### src/rtl/display_decoder_if.sv
// Segment readback bus between the display_decoder and whatever consumes its result.
//   SegIn      segment lines {P,G,F,E,D,C,B,A}, bit0 = A. Asynchronous to the decoder clock.
//   ErrClr     synchronous clear of ErrFlag and ErrCount.
//   Code       last valid decoded 3-bit code.
//   CodeValid  high while the current stable pattern is a valid table entry.
//   CodeStrobe one-cycle pulse on a newly accepted code that differs from the previous one,
//              or on the first accepted code after reset.
//   ErrFlag    sticky indication that an invalid stable pattern was seen.
//   ErrCount   saturating count of invalid stable patterns.
// The master modport drives the segment lines and reads the results; the slave modport is the
// decoder itself.
interface display_decoder_if #(
  parameter int unsigned ERR_W = 8
);
  logic [7:0]       SegIn;
  logic             ErrClr;
  logic [2:0]       Code;
  logic             CodeValid;
  logic             CodeStrobe;
  logic             ErrFlag;
  logic [ERR_W-1:0] ErrCount;

  modport master (
    output SegIn,
    output ErrClr,
    input  Code,
    input  CodeValid,
    input  CodeStrobe,
    input  ErrFlag,
    input  ErrCount
  );

  modport slave (
    input  SegIn,
    input  ErrClr,
    output Code,
    output CodeValid,
    output CodeStrobe,
    output ErrFlag,
    output ErrCount
  );
endinterface

### src/rtl/display_decoder.sv
// Segment display readback decoder.
// Samples the asynchronous 8-line segment bus through a 2-flop synchronizer, waits until the
// pattern (with the F segment masked off) has been identical for STABLE_CYCLES consecutive
// samples, then maps it back to the 3-bit code that produced it or flags it as invalid.
// Ports:
//   Clock   rising-edge clock.
//   NReset  asynchronous active-low reset.
//   bus     display_decoder_if slave modport (SegIn/ErrClr in; Code, CodeValid, CodeStrobe,
//           ErrFlag, ErrCount out). All outputs are registered.
module display_decoder #(
  parameter int unsigned STABLE_CYCLES = 4,  // 1..255
  parameter int unsigned ERR_W         = 8
) (
  input  logic               Clock,
  input  logic               NReset,
  display_decoder_if.slave   bus
);

  localparam logic [7:0] StableCnt = 8'(STABLE_CYCLES);
  localparam logic [7:0] SegMask   = 8'hDF;  // F segment ignored

  typedef enum logic [0:0] {StSettle, StLocked} state_e;

  // Returns {valid, code}.
  function automatic logic [3:0] decode(input logic [7:0] pat);
    logic [3:0] res;
    case (pat)
      8'h00:   res = 4'b1_000;
      8'h92:   res = 4'b1_001;
      8'hC6:   res = 4'b1_010;
      8'hC0:   res = 4'b1_011;
      8'h88:   res = 4'b1_100;
      8'h83:   res = 4'b1_101;
      8'hC7:   res = 4'b1_110;
      8'h80:   res = 4'b1_111;
      default: res = 4'b0_000;
    endcase
    return res;
  endfunction

  logic [7:0]       sync1_q, sync2_q;
  logic [1:0]       fill_q;  // bit1 set once sync2_q holds a real sample rather than reset value
  state_e           state_q, state_d;
  logic [7:0]       cnt_q, cnt_d;
  logic [7:0]       ref_q, ref_d;  // previous sample while settling, locked pattern when locked
  logic [2:0]       code_q, code_d;
  logic             valid_q, valid_d;
  logic             strobe_q, strobe_d;
  logic             err_flag_q, err_flag_d;
  logic [ERR_W-1:0] err_cnt_q, err_cnt_d;
  logic             accepted_q, accepted_d;

  logic [7:0]       sample;
  logic             diff;
  logic [3:0]       dec;
  logic [ERR_W-1:0] err_base;

  assign sample = sync2_q & SegMask;
  // A zero count means no reference sample yet, so the first real sample always restarts.
  assign diff   = (sample != ref_q) || (cnt_q == 8'd0);
  assign dec    = decode(sample);

  always_comb begin
    state_d    = state_q;
    cnt_d      = cnt_q;
    ref_d      = ref_q;
    code_d     = code_q;
    valid_d    = valid_q;
    strobe_d   = 1'b0;
    accepted_d = accepted_q;
    err_base   = bus.ErrClr ? '0 : err_cnt_q;
    err_flag_d = bus.ErrClr ? 1'b0 : err_flag_q;
    err_cnt_d  = err_base;

    if (fill_q[1] && !(state_q == StLocked && !diff)) begin
      ref_d   = sample;
      cnt_d   = diff ? 8'd1 : cnt_q + 8'd1;
      state_d = StSettle;
      valid_d = 1'b0;
      if (cnt_d == StableCnt) begin
        state_d = StLocked;
        if (dec[3]) begin
          code_d     = dec[2:0];
          valid_d    = 1'b1;
          // code_q always holds the last accepted valid code, errors never touch it.
          strobe_d   = !accepted_q || (dec[2:0] != code_q);
          accepted_d = 1'b1;
        end else begin
          // A coincident ErrClr loses to the new error.
          err_flag_d = 1'b1;
          err_cnt_d  = (err_base == '1) ? err_base : err_base + ERR_W'(1);
        end
      end
    end
  end

  always_ff @(posedge Clock or negedge NReset) begin
    if (!NReset) begin
      sync1_q    <= '0;
      sync2_q    <= '0;
      fill_q     <= '0;
      state_q    <= StSettle;
      cnt_q      <= '0;
      ref_q      <= '0;
      code_q     <= '0;
      valid_q    <= 1'b0;
      strobe_q   <= 1'b0;
      err_flag_q <= 1'b0;
      err_cnt_q  <= '0;
      accepted_q <= 1'b0;
    end else begin
      sync1_q    <= bus.SegIn;
      sync2_q    <= sync1_q;
      fill_q     <= {fill_q[0], 1'b1};
      state_q    <= state_d;
      cnt_q      <= cnt_d;
      ref_q      <= ref_d;
      code_q     <= code_d;
      valid_q    <= valid_d;
      strobe_q   <= strobe_d;
      err_flag_q <= err_flag_d;
      err_cnt_q  <= err_cnt_d;
      accepted_q <= accepted_d;
    end
  end

  assign bus.Code       = code_q;
  assign bus.CodeValid  = valid_q;
  assign bus.CodeStrobe = strobe_q;
  assign bus.ErrFlag    = err_flag_q;
  assign bus.ErrCount   = err_cnt_q;

endmodule

### src/flat_wrapper.sv
// flat-port wrapper written by rule: the top's interface ports become plain ports
module display_decoder_flat 
#(
  parameter int unsigned STABLE_CYCLES = 4,           
  parameter int unsigned ERR_W         = 8
)
  (Clock, NReset, bus_SegIn, bus_ErrClr, bus_Code, bus_CodeValid, bus_CodeStrobe, bus_ErrFlag, bus_ErrCount);
  display_decoder_if #(.ERR_W(ERR_W)) bus_i ();
  input  logic Clock;
  input  logic NReset;
  input wire logic [$bits(bus_i.SegIn)-1:0] bus_SegIn;
  input wire logic [$bits(bus_i.ErrClr)-1:0] bus_ErrClr;
  output wire logic [$bits(bus_i.Code)-1:0] bus_Code;
  output wire logic [$bits(bus_i.CodeValid)-1:0] bus_CodeValid;
  output wire logic [$bits(bus_i.CodeStrobe)-1:0] bus_CodeStrobe;
  output wire logic [$bits(bus_i.ErrFlag)-1:0] bus_ErrFlag;
  output wire logic [$bits(bus_i.ErrCount)-1:0] bus_ErrCount;
  assign bus_i.SegIn = bus_SegIn;
  assign bus_i.ErrClr = bus_ErrClr;
  assign bus_Code = bus_i.Code;
  assign bus_CodeValid = bus_i.CodeValid;
  assign bus_CodeStrobe = bus_i.CodeStrobe;
  assign bus_ErrFlag = bus_i.ErrFlag;
  assign bus_ErrCount = bus_i.ErrCount;
  display_decoder #(.STABLE_CYCLES(STABLE_CYCLES), .ERR_W(ERR_W)) u_core (.Clock(Clock), .NReset(NReset), .bus(bus_i));
endmodule
### config.mk
export PLATFORM = sky130hd
export DESIGN_NAME = display_decoder_flat
export DESIGN_NICKNAME = d
export VERILOG_FILES = /design/src/rtl/display_decoder_if.sv /design/src/rtl/display_decoder.sv /design/src/flat_wrapper.sv
export SDC_FILE = /design/constraint.sdc
export NUM_CORES = 1
export LEC_CHECK = 0
export ABC_AREA = 0
export CAP_MARGIN = 15
export CORE_ASPECT_RATIO = 0.9
export CORE_UTILIZATION = 55
export CTS_CLUSTER_SIZE = 14
export DETAILED_ROUTE_END_ITERATION = 10
export MAX_ROUTING_LAYER = met4
export PLACE_DENSITY = 0.86
export SYNTH_ARGS = -nofsm -noshare
export SYNTH_HDL_FRONTEND = slang
export SYNTH_SLANG_ARGS = --single-unit
### constraint.sdc
create_clock -name Clock -period 2.7 [get_ports Clock]
set_input_delay 0.54 -clock Clock [delete_from_list [all_inputs] [get_ports Clock]]
set_output_delay 0.54 -clock Clock [all_outputs]
set_load 0.005 [all_outputs]
Word-level counts from Yosys, hierarchy flattened
Cells that the tools add are included.

Add/sub/neg operators: 2. Multiply operators: 0. Div/mod/pow operators: 0. Magnitude comparators: 0. Equal/unequal tests: 11. Shift operators: 0. Muxes and demuxes: 17. Bitwise operators: 0. Reductions and logical operators: 10.

Operators with widths (count): equality test 7 bit (second input constant) (7); 2-to-1 mux 8 bit (6); case mux 4 bit (8 select lines) (1); adder 8 x 1 -> 8 bit (second input constant) (2); logical NOT 8 bit (2); 2-to-1 mux 1 bit (10); equality test 8 x 3 -> 1 bit (second input constant) (1); equality test 8 bit (second input constant) (1); inequality test 7 bit (1); logical NOT 1 bit (3); inequality test 3 bit (1); AND reduction 3 bit (1); logical AND 1 bit (2); logical OR 1 bit (2).

Bits in registers: 49. Latch bits: 0. RAM bits: 0. Bits in read-only memories: 0. Input bits: 11. Output and inout port bits: 14. Word-level logic and storage cells: 52. Memories kept: 0.

Longest topological paths before layout
Gate-level depths: netlist of run 1.

Depth in word-level cells: 7. Mapped depth: 9. Depth with buffers taken out: 8.

Worst setup path before layout of run 1
Ideal clock, no wire load.

Path type: input -> register. Start point: in bus_ErrClr. End point: reg u_core.err_cnt_q[3] (netlist: u_core.bus.ErrCount[3]). Library setup time: 0.077 ns. Data arrival time: 2.085 ns. Required time: 2.623 ns. Setup slack: 0.537 ns. Stages: 8. Buffers on the path: 0. Path through: nor2b_1 > ha_1 > and4_1 > and4_1 > nor3_1 > nand4_4 > or3_1 > a21oi_1.

Word-level cells in the longest chain between the ends: 6. Elaborated cells on any way between the ends: 7. Those cells by class: add/sub: 1; eq/ne: 1; mux: 5.

RTL lines: from (decl) (RTL line flat_wrapper.sv:12) `input wire logic [$bits(bus_i.ErrClr)-1:0] bus_ErrClr;`; 2-to-1 mux 8 bit * (RTL line display_decoder.sv:71) `err_base = bus.ErrClr ? '0 : err_cnt_q;`; adder 8 x 1 -> 8 bit / equality test 8 bit (equally long branches) (RTL line display_decoder.sv:91) `err_cnt_d = (err_base == '1) ? err_base : err_base + ERR_W'(1);`; 2-to-1 mux 8 bit (RTL line display_decoder.sv:91); 2-to-1 mux 8 bit (RTL line display_decoder.sv:82) `if (dec[3]) begin`; 2-to-1 mux 8 bit (RTL line display_decoder.sv:80) `if (cnt_d == StableCnt) begin`; 2-to-1 mux 8 bit * (RTL line display_decoder.sv:75) `if (fill_q[1] && !(state_q == StLocked && !diff)) begin`; via u_core.err_cnt_d[3] (RTL line display_decoder.sv:50) `logic [ERR_W-1:0] err_cnt_q, err_cnt_d;`; to (signal assigned) (RTL line display_decoder.sv:122) `err_cnt_q <= err_cnt_d;`; to (decl) (RTL line display_decoder.sv:50).

Mark *: on every way through the listed nets, which the timed path passes. The rest lies on a longest branch. A chain may end at the register's enable or synchronous reset.

Worst setup path after layout of run 1
Ends and elaborated chain as after synthesis.

==> flow_summary.toml, run 1 <==
[floorplanning]
num_rows = 22
initial_utilization_pct = 57.0
dieArea_um2 = 4480
core-area_um2 = 4070
dieWidth_um = 70.5
io_pins = 25
die_h_um = 63.6

[sta]
clock_skew_ns = 0.00479
rsz0062_at_grt = "false"
finalHoldViolations = 0
min_period_ns = 2.47
fmax_mhz = 405
setup_viol = 0
maxSlewViolCount = 0
min_period_over_period_pct = 91.5
tns_ns = 0

[worst_setup_path]
worstPathCellList = "clkdlybuf4s50_1 > nor2b_1 > ha_1 > and4_1 > and4_1 > nor3_1 > buf_4 > nand4_4 > or3_1 > a21oi_1"
cp-start-kind = "input pin"
required_ns = 2.93
reg2regPathDepth = 6
reg2reg_slack_ns = 0.45
cp_num_buf_inv = 2
critPathTopFamily = "simple AND/OR/NAND/NOR gates"
crit_path_max_incr_delay_ns = 0.52
cp_max_fo = 4
criticalPathCategory = "in2reg"
worst_setup_path_end_kind = "register"
arrival_ns = 2.70
crit_path_top_delay_cell = "clkdlybuf4s50_1"
crit_top_cell = "and4_1"
crit_cells = 10

[clock_network]
postCtsSetupBuffers = 0
cts_tree = "built"
h-tree-depth = 2
cts_buffer_depth = 2
path_clk_slew_ns = 0.08
clock-sinks = 47
cts_hold_buf = 0
root_buffer = "clkbuf_8"
cts_buffers = 5
cts_resized = 0
clk-insertion-delay-late_ns = 0.30

[routing]
via_per_inst = 5.73
ant_nets = 0
wl_per_cell_um = 14.1
drc = 6
num_vias = 1684
first_pass_iters = 7
routed_wl_mm = 4.14
drt_iter0_drc = 85

[finish]
num-nets-final = 260
n_antenna_cell = 0
instances_no_fill = 294
syn_to_final_growth_pct = 15.7
fillers = 330
drive_gt1_share_pct = 13.8

[yosys]
ys_types = 55
synthesis.nets = 229
synthArstFlopShare_pct = 100
synth_area_um2 = 2320
ys_ff_latch = 47
synth.area.top_cells = "dfrtp_1, mux2_2, xor2_1"
netlist_instances = 215
synth_edf_count = 0
syn_avg_cell_area_um2 = 10.8
yosys_warnings = 0
synth.top_cell.area_share_pct = 50.7
synth_ff_type = "dfrtp_1"
synth.most_common_cell = "dfrtp_1"
synth.yosys.seq_area_share_pct = 50.7
yosysTopAreaCell = "dfrtp_1"
synthTopCellsByCount = "dfrtp_1, nand2_1, nor2_1"

[grt]
grt_max_degree = 29
grt_pass1_vias = 1605
grt-ovfl-total = 0
grt_usage_pct = 21.8
antenna_found_initial = 0
grt_pass1_wl_mm = 7.30

[power_and_ir_drop]
seqPwrFrac_pct = 60.2
peakVddDrop_mv = 0.399
p_leak_nw = 1.20
power_frac_clock_pct = 32.6
power_frac_comb_pct = 7.2
cellPowerDensity_nw_per_um2 = 464
p_int_w = 0.000949
power.switching_w = 0.000298
switching_share_pct = 23.9

[placement]
portBuffers = 23
place_hpwl_mm = 3.03
place_inst = 287
routabilityCongestion = 0.905

[job]
max_cap_violations = 0

[status]
outcome = "finished, violations left"
violations = "DRC"

[hold_path]
hold_class = "in2async"
-- layer usage --
metal | global-route usage [%] | up-vias | wire length [µm]
met5 | - | - | 0
met4 | 6.89 | 0 | 54
met3 | 4.32 | 7 | 164
met2 | 36.7 | 39 | 2030
met1 | 26.5 | 817 | 1890
li1 | - | 821 | -
-- final timing paths --
| check | from | endpoint |
|---|---|---|
| worst max-delay path | bus_ErrClr | u_core.bus.ErrCount[3]$_DFF_PN0_ |
| worst min-delay path | NReset | u_core.cnt_q[0]$_DFFE_PN0P_ |
| worst max register to register | u_core.sync2_q[4]$_DFF_PN0_ | u_core.bus.Code[1]$_DFFE_PN0P_ |
| worst min register to register | u_core.sync1_q[2]$_DFF_PN0_ | u_core.sync2_q[2]$_DFF_PN0_ |
| max in group asynchronous | NReset | u_core.cnt_q[3]$_DFFE_PN0P_ |
| min in group Clock | u_core.sync1_q[2]$_DFF_PN0_ | u_core.sync2_q[2]$_DFF_PN0_ |
-- flip-flops by register name, summed over array words and instances, names as in the netlist, 2 cells and up --
name	flops
u_core.ref_q	7
u_core.cnt_q	8
u_core.sync2_q	7
u_core.bus.Code	3
u_core.sync1_q	7
u_core.fill_q	2
u_core.bus.ErrCount	8
-- stage by stage --
stage	hold slack, ns	utilization [%]	setup WS (ns)	instance area [µm²]	total power [W]
6_report	0.193	65.9	0.229	2690	0.00125
5_1_grt	0.213	65.9	0.115	2690	0.00130
4_1_cts	0.205	65.9	0.233	2690	0.00126
3_5_place_dp	0.336	63.9	-0.0584	2600	0.000856
3_3_place_gp	0.332	63.9	-0.00245	2600	0.000851
2_1_floorplan	0.244	-	0.537	2320	0.000816
-- area by class of cell --
class,count,area [µm²],area share (%)
Clock buffer,5,68.8,2.56
Clock inverter,2,13.8,0.512
Sequential cell,47,1180,43.8
Inverter,9,33.8,1.26
Timing Repair Buffer,33,300,11.2
Tap cell,48,60.1,2.24
Multi-Input combinational cell,150,1030,38.5
-- logic make-up after synthesis --
group | synth area share, %
xor+xnor | 4.91
flops | 50.7
other cells | 0.162
simple gates | 20.6
buf+inv | 4.80
fa+ha+maj | 1.62
compound gates | 11.4
mux | 5.82
-- cell usage in the layout (no fill, tap or decap), types with 2 or more instances in the layout --
cell type / Yosys / final
o2bb2ai_1: 2 / 2
o21ai_0: 7 / 7
a21o_1: 4 / 4
nor3b_1: 2 / 2
clkbuf_8: 0 / 5
nor2b_1: 6 / 6
a21oi_1: 7 / 7
mux2i_1: 3 / 3
and4_1: 3 / 3
dfrtp_1: 47 / 47
xnor2_1: 4 / 4
nor3_1: 11 / 11
nand3_1: 10 / 10
nor2_1: 13 / 13
inv_1: 9 / 9
mux2_2: 8 / 8
nand2_1: 18 / 18
ha_1: 3 / 3
a31oi_1: 2 / 2
and3_1: 5 / 5
xor2_1: 9 / 9
o41ai_1: 2 / 2
o31ai_1: 2 / 2
buf_4: 2 / 10
clkdlybuf4s50_1: 0 / 22
nand2b_1: 2 / 2
-- power by group through the flow --
stage / combinational (W) / clock [W] / sequential [W]
after floorplan: 0.0000642 / 0 / 0.000752
after global placement: 0.0000890 / 0 / 0.000762
after detailed placement: 0.0000917 / 0 / 0.000765
after CTS: 0.0000920 / 0.000416 / 0.000751
after global routing: 0.000102 / 0.000446 / 0.000754
final: 0.0000901 / 0.000406 / 0.000750
-- worst register-to-register path, delay by kind of cell (launching register included) --
kind | cells | cell delay (ns)
xor+xnor | 1 | 0.20
flops | 1 | 0.50
mux | 1 | 0.32
simple gates | 4 | 1.12
No activity file was read; power rests on OpenSTA's default activity.
==> run 2: changes to the inputs <==
--- a/config.mk
+++ b/config.mk
@@ -12,7 +12,8 @@
 export CTS_CLUSTER_SIZE = 14
 export DETAILED_ROUTE_END_ITERATION = 10
 export MAX_ROUTING_LAYER = met4
-export PLACE_DENSITY = 0.86
+export PLACE_DENSITY = 0.8
+export SLEW_MARGIN = 20
 export SYNTH_ARGS = -nofsm -noshare
 export SYNTH_HDL_FRONTEND = slang
 export SYNTH_SLANG_ARGS = --single-unit
==> run 2 against run 1 <==
- the run still ends with DRC left
- clock power about the same
- power about the same
- first-iteration DRC count increased by 1.2%
- via count increased by 1.5%
- largest power group unchanged
- register-to-register slack got worse by 0.07 ns
- routed wire length increased by 1.5%
- cell area unchanged
- flip-flop and latch count unchanged
- setup slack improved by 0.00093 ns
- clock skew about the same
- critical endpoint unchanged
- critical path depth decreased by 1
- non-clock buffer count unchanged
==> flow_summary.toml, run 2 (synthesis gave the netlist of run 1 again) <==
[power_and_ir_drop]
power_frac_clock_pct = 32.6
p_int_w = 0.000949
cellPowerDensity_nw_per_um2 = 464
power_frac_comb_pct = 7.4
seqPwrFrac_pct = 60.0
p_leak_nw = 1.20
power.switching_w = 0.000299
switching_share_pct = 24.0
peakVddDrop_mv = 0.430

[routing]
ant_nets = 0
top_layer_used = "met4"
via_per_inst = 5.82
wl_per_cell_um = 14.3
num_vias = 1710
route.met2.wl_mm = 2.16
routed_wl_mm = 4.20
drc = 5
wl_met3_um = 125
routedLengthMet1_mm = 1.81
first_pass_iters = 7
drt_iter0_drc = 86

[worst_setup_path]
reg2reg_slack_ns = 0.38
crit_path_max_incr_delay_ns = 0.53
startpoint = "bus_ErrClr"
cp-start-kind = "input pin"
worstPathCellList = "clkdlybuf4s50_1 > nor2b_1 > ha_1 > and4_1 > and4_1 > nor3_1 > nand4_4 > or3_1 > a21oi_1"
arrival_ns = 2.70
crit_top_cell = "and4_1"
crit_path_top_delay_cell = "clkdlybuf4s50_1"
required_ns = 2.93
r2r-start = "u_core.sync2_q[4]$_DFF_PN0_"
criticalPathCategory = "in2reg"
worst_setup_path_end_kind = "register"
cp_max_fo = 4

[sta]
min_period_ns = 2.47
maxSlewViolCount = 0
fmax_mhz = 405
max-slew-margin-rel_pct = 62.3
tns_ns = 0
min_period_over_period_pct = 91.5
finalHoldViolations = 0
rsz0062_at_grt = "false"
setup_viol = 0
tightest_slew_ns = 0.566
clock_skew_ns = 0.00455

[grt]
grt-ovfl-total = 0
antenna_found_initial = 0
grt_usage_pct = 23.3
grt_max_degree = 48
grt_pass1_vias = 1656
grt_pass1_wl_mm = 7.66

[floorplanning]
initial_utilization_pct = 57.0
io_pins = 25
dieWidth_um = 70.5
die_h_um = 63.6
core-area_um2 = 4070
num_rows = 22
dieArea_um2 = 4480

[clock_network]
postCtsSetupBuffers = 0
root_buffer = "clkbuf_8"
h-tree-depth = 2
cts_tree = "built"
cts_resized = 0
clock-sinks = 47
path_clk_slew_ns = 0.08
cts_hold_buf = 0
cts_buffers = 5
cts_buffer_depth = 2
clk-insertion-delay-late_ns = 0.30

[finish]
final_core_util_pct = 65.9
final_cell_mix = "dfrtp_1, clkdlybuf4s50_1, nand2_1"
fillers = 328
num-nets-final = 260
drive_gt1_share_pct = 13.8
n_antenna_cell = 0
layout.cells.most_common = "dfrtp_1"
syn_to_final_growth_pct = 15.7

[placement]
place_hpwl_mm = 3.04
routabilityCongestion = 0.811
portBuffers = 23

[job]
max_cap_violations = 0

[hold_path]
hold_class = "in2async"

[status]
violations = "DRC"
outcome = "finished, violations left"
run 2: cell counts in the layout (fill, tap and decap cells not counted):
No cell type changed its count.
run 2: power groups by stage:
stage               logic [W]  clock network (W)  registers [W]
global route         0.000105           0.000446       0.000754
global placement    0.0000897                  0       0.000762
finish              0.0000921           0.000407       0.000749
floorplan           0.0000642                  0       0.000752
detailed placement  0.0000938                  0       0.000764
CTS                 0.0000943           0.000420       0.000750
run 2: area by class of cell:
class	instances	area, µm²	share of cell area (%)
repair buffers	33	300	11.2
well taps	48	60.1	2.24
multi-input cells	150	1030	38.5
clock buffers	5	68.8	2.56
flip-flops and latches	47	1180	43.8
clock inverters	2	13.8	0.512
inverters	9	33.8	1.26
run 2: worst max-delay path: cells and delay by family:
kind | cells | cell delay, ns
simple gates | 6 | 1.26
buf+inv | 1 | 0.53
fa+ha+maj | 1 | 0.22
compound gates | 1 | 0.15
run 2: path summary, 6_finish.rpt:
check / end / cells past startpoint
max: u_core.bus.ErrCount[3]$_DFF_PN0_ / 9
min: u_core.bus.ErrCount[5]$_DFF_PN0_ / 2
max reg2reg: u_core.bus.Code[1]$_DFFE_PN0P_ / 6
min reg2reg: u_core.sync2_q[7]$_DFF_PN0_ / 0
max in group asynchronous: u_core.sync2_q[7]$_DFF_PN0_ / 2
min in group Clock: u_core.sync2_q[7]$_DFF_PN0_ / 0
run 2: through the flow:
stage / total power [W] / area [µm²] / hold WS [ns] / worst slack (ns) / cells
global placement: 0.000851 / 2600 / 0.332 / 0.00706 / 287
finish: 0.00125 / 2690 / 0.314 / 0.230 / 294
floorplan: 0.000816 / 2320 / 0.244 / 0.537 / 215
global route: 0.00130 / 2690 / 0.360 / 0.0884 / 294
detailed placement: 0.000857 / 2600 / 0.336 / -0.0729 / 287
CTS: 0.00126 / 2690 / 0.337 / 0.214 / 294
run 2: layer usage:
layer,up-vias,global-route usage [%]
met2,32,38.0
met1,839,28.0
met3,13,5.76
li1,826,-
met5,-,-
met4,0,9.44
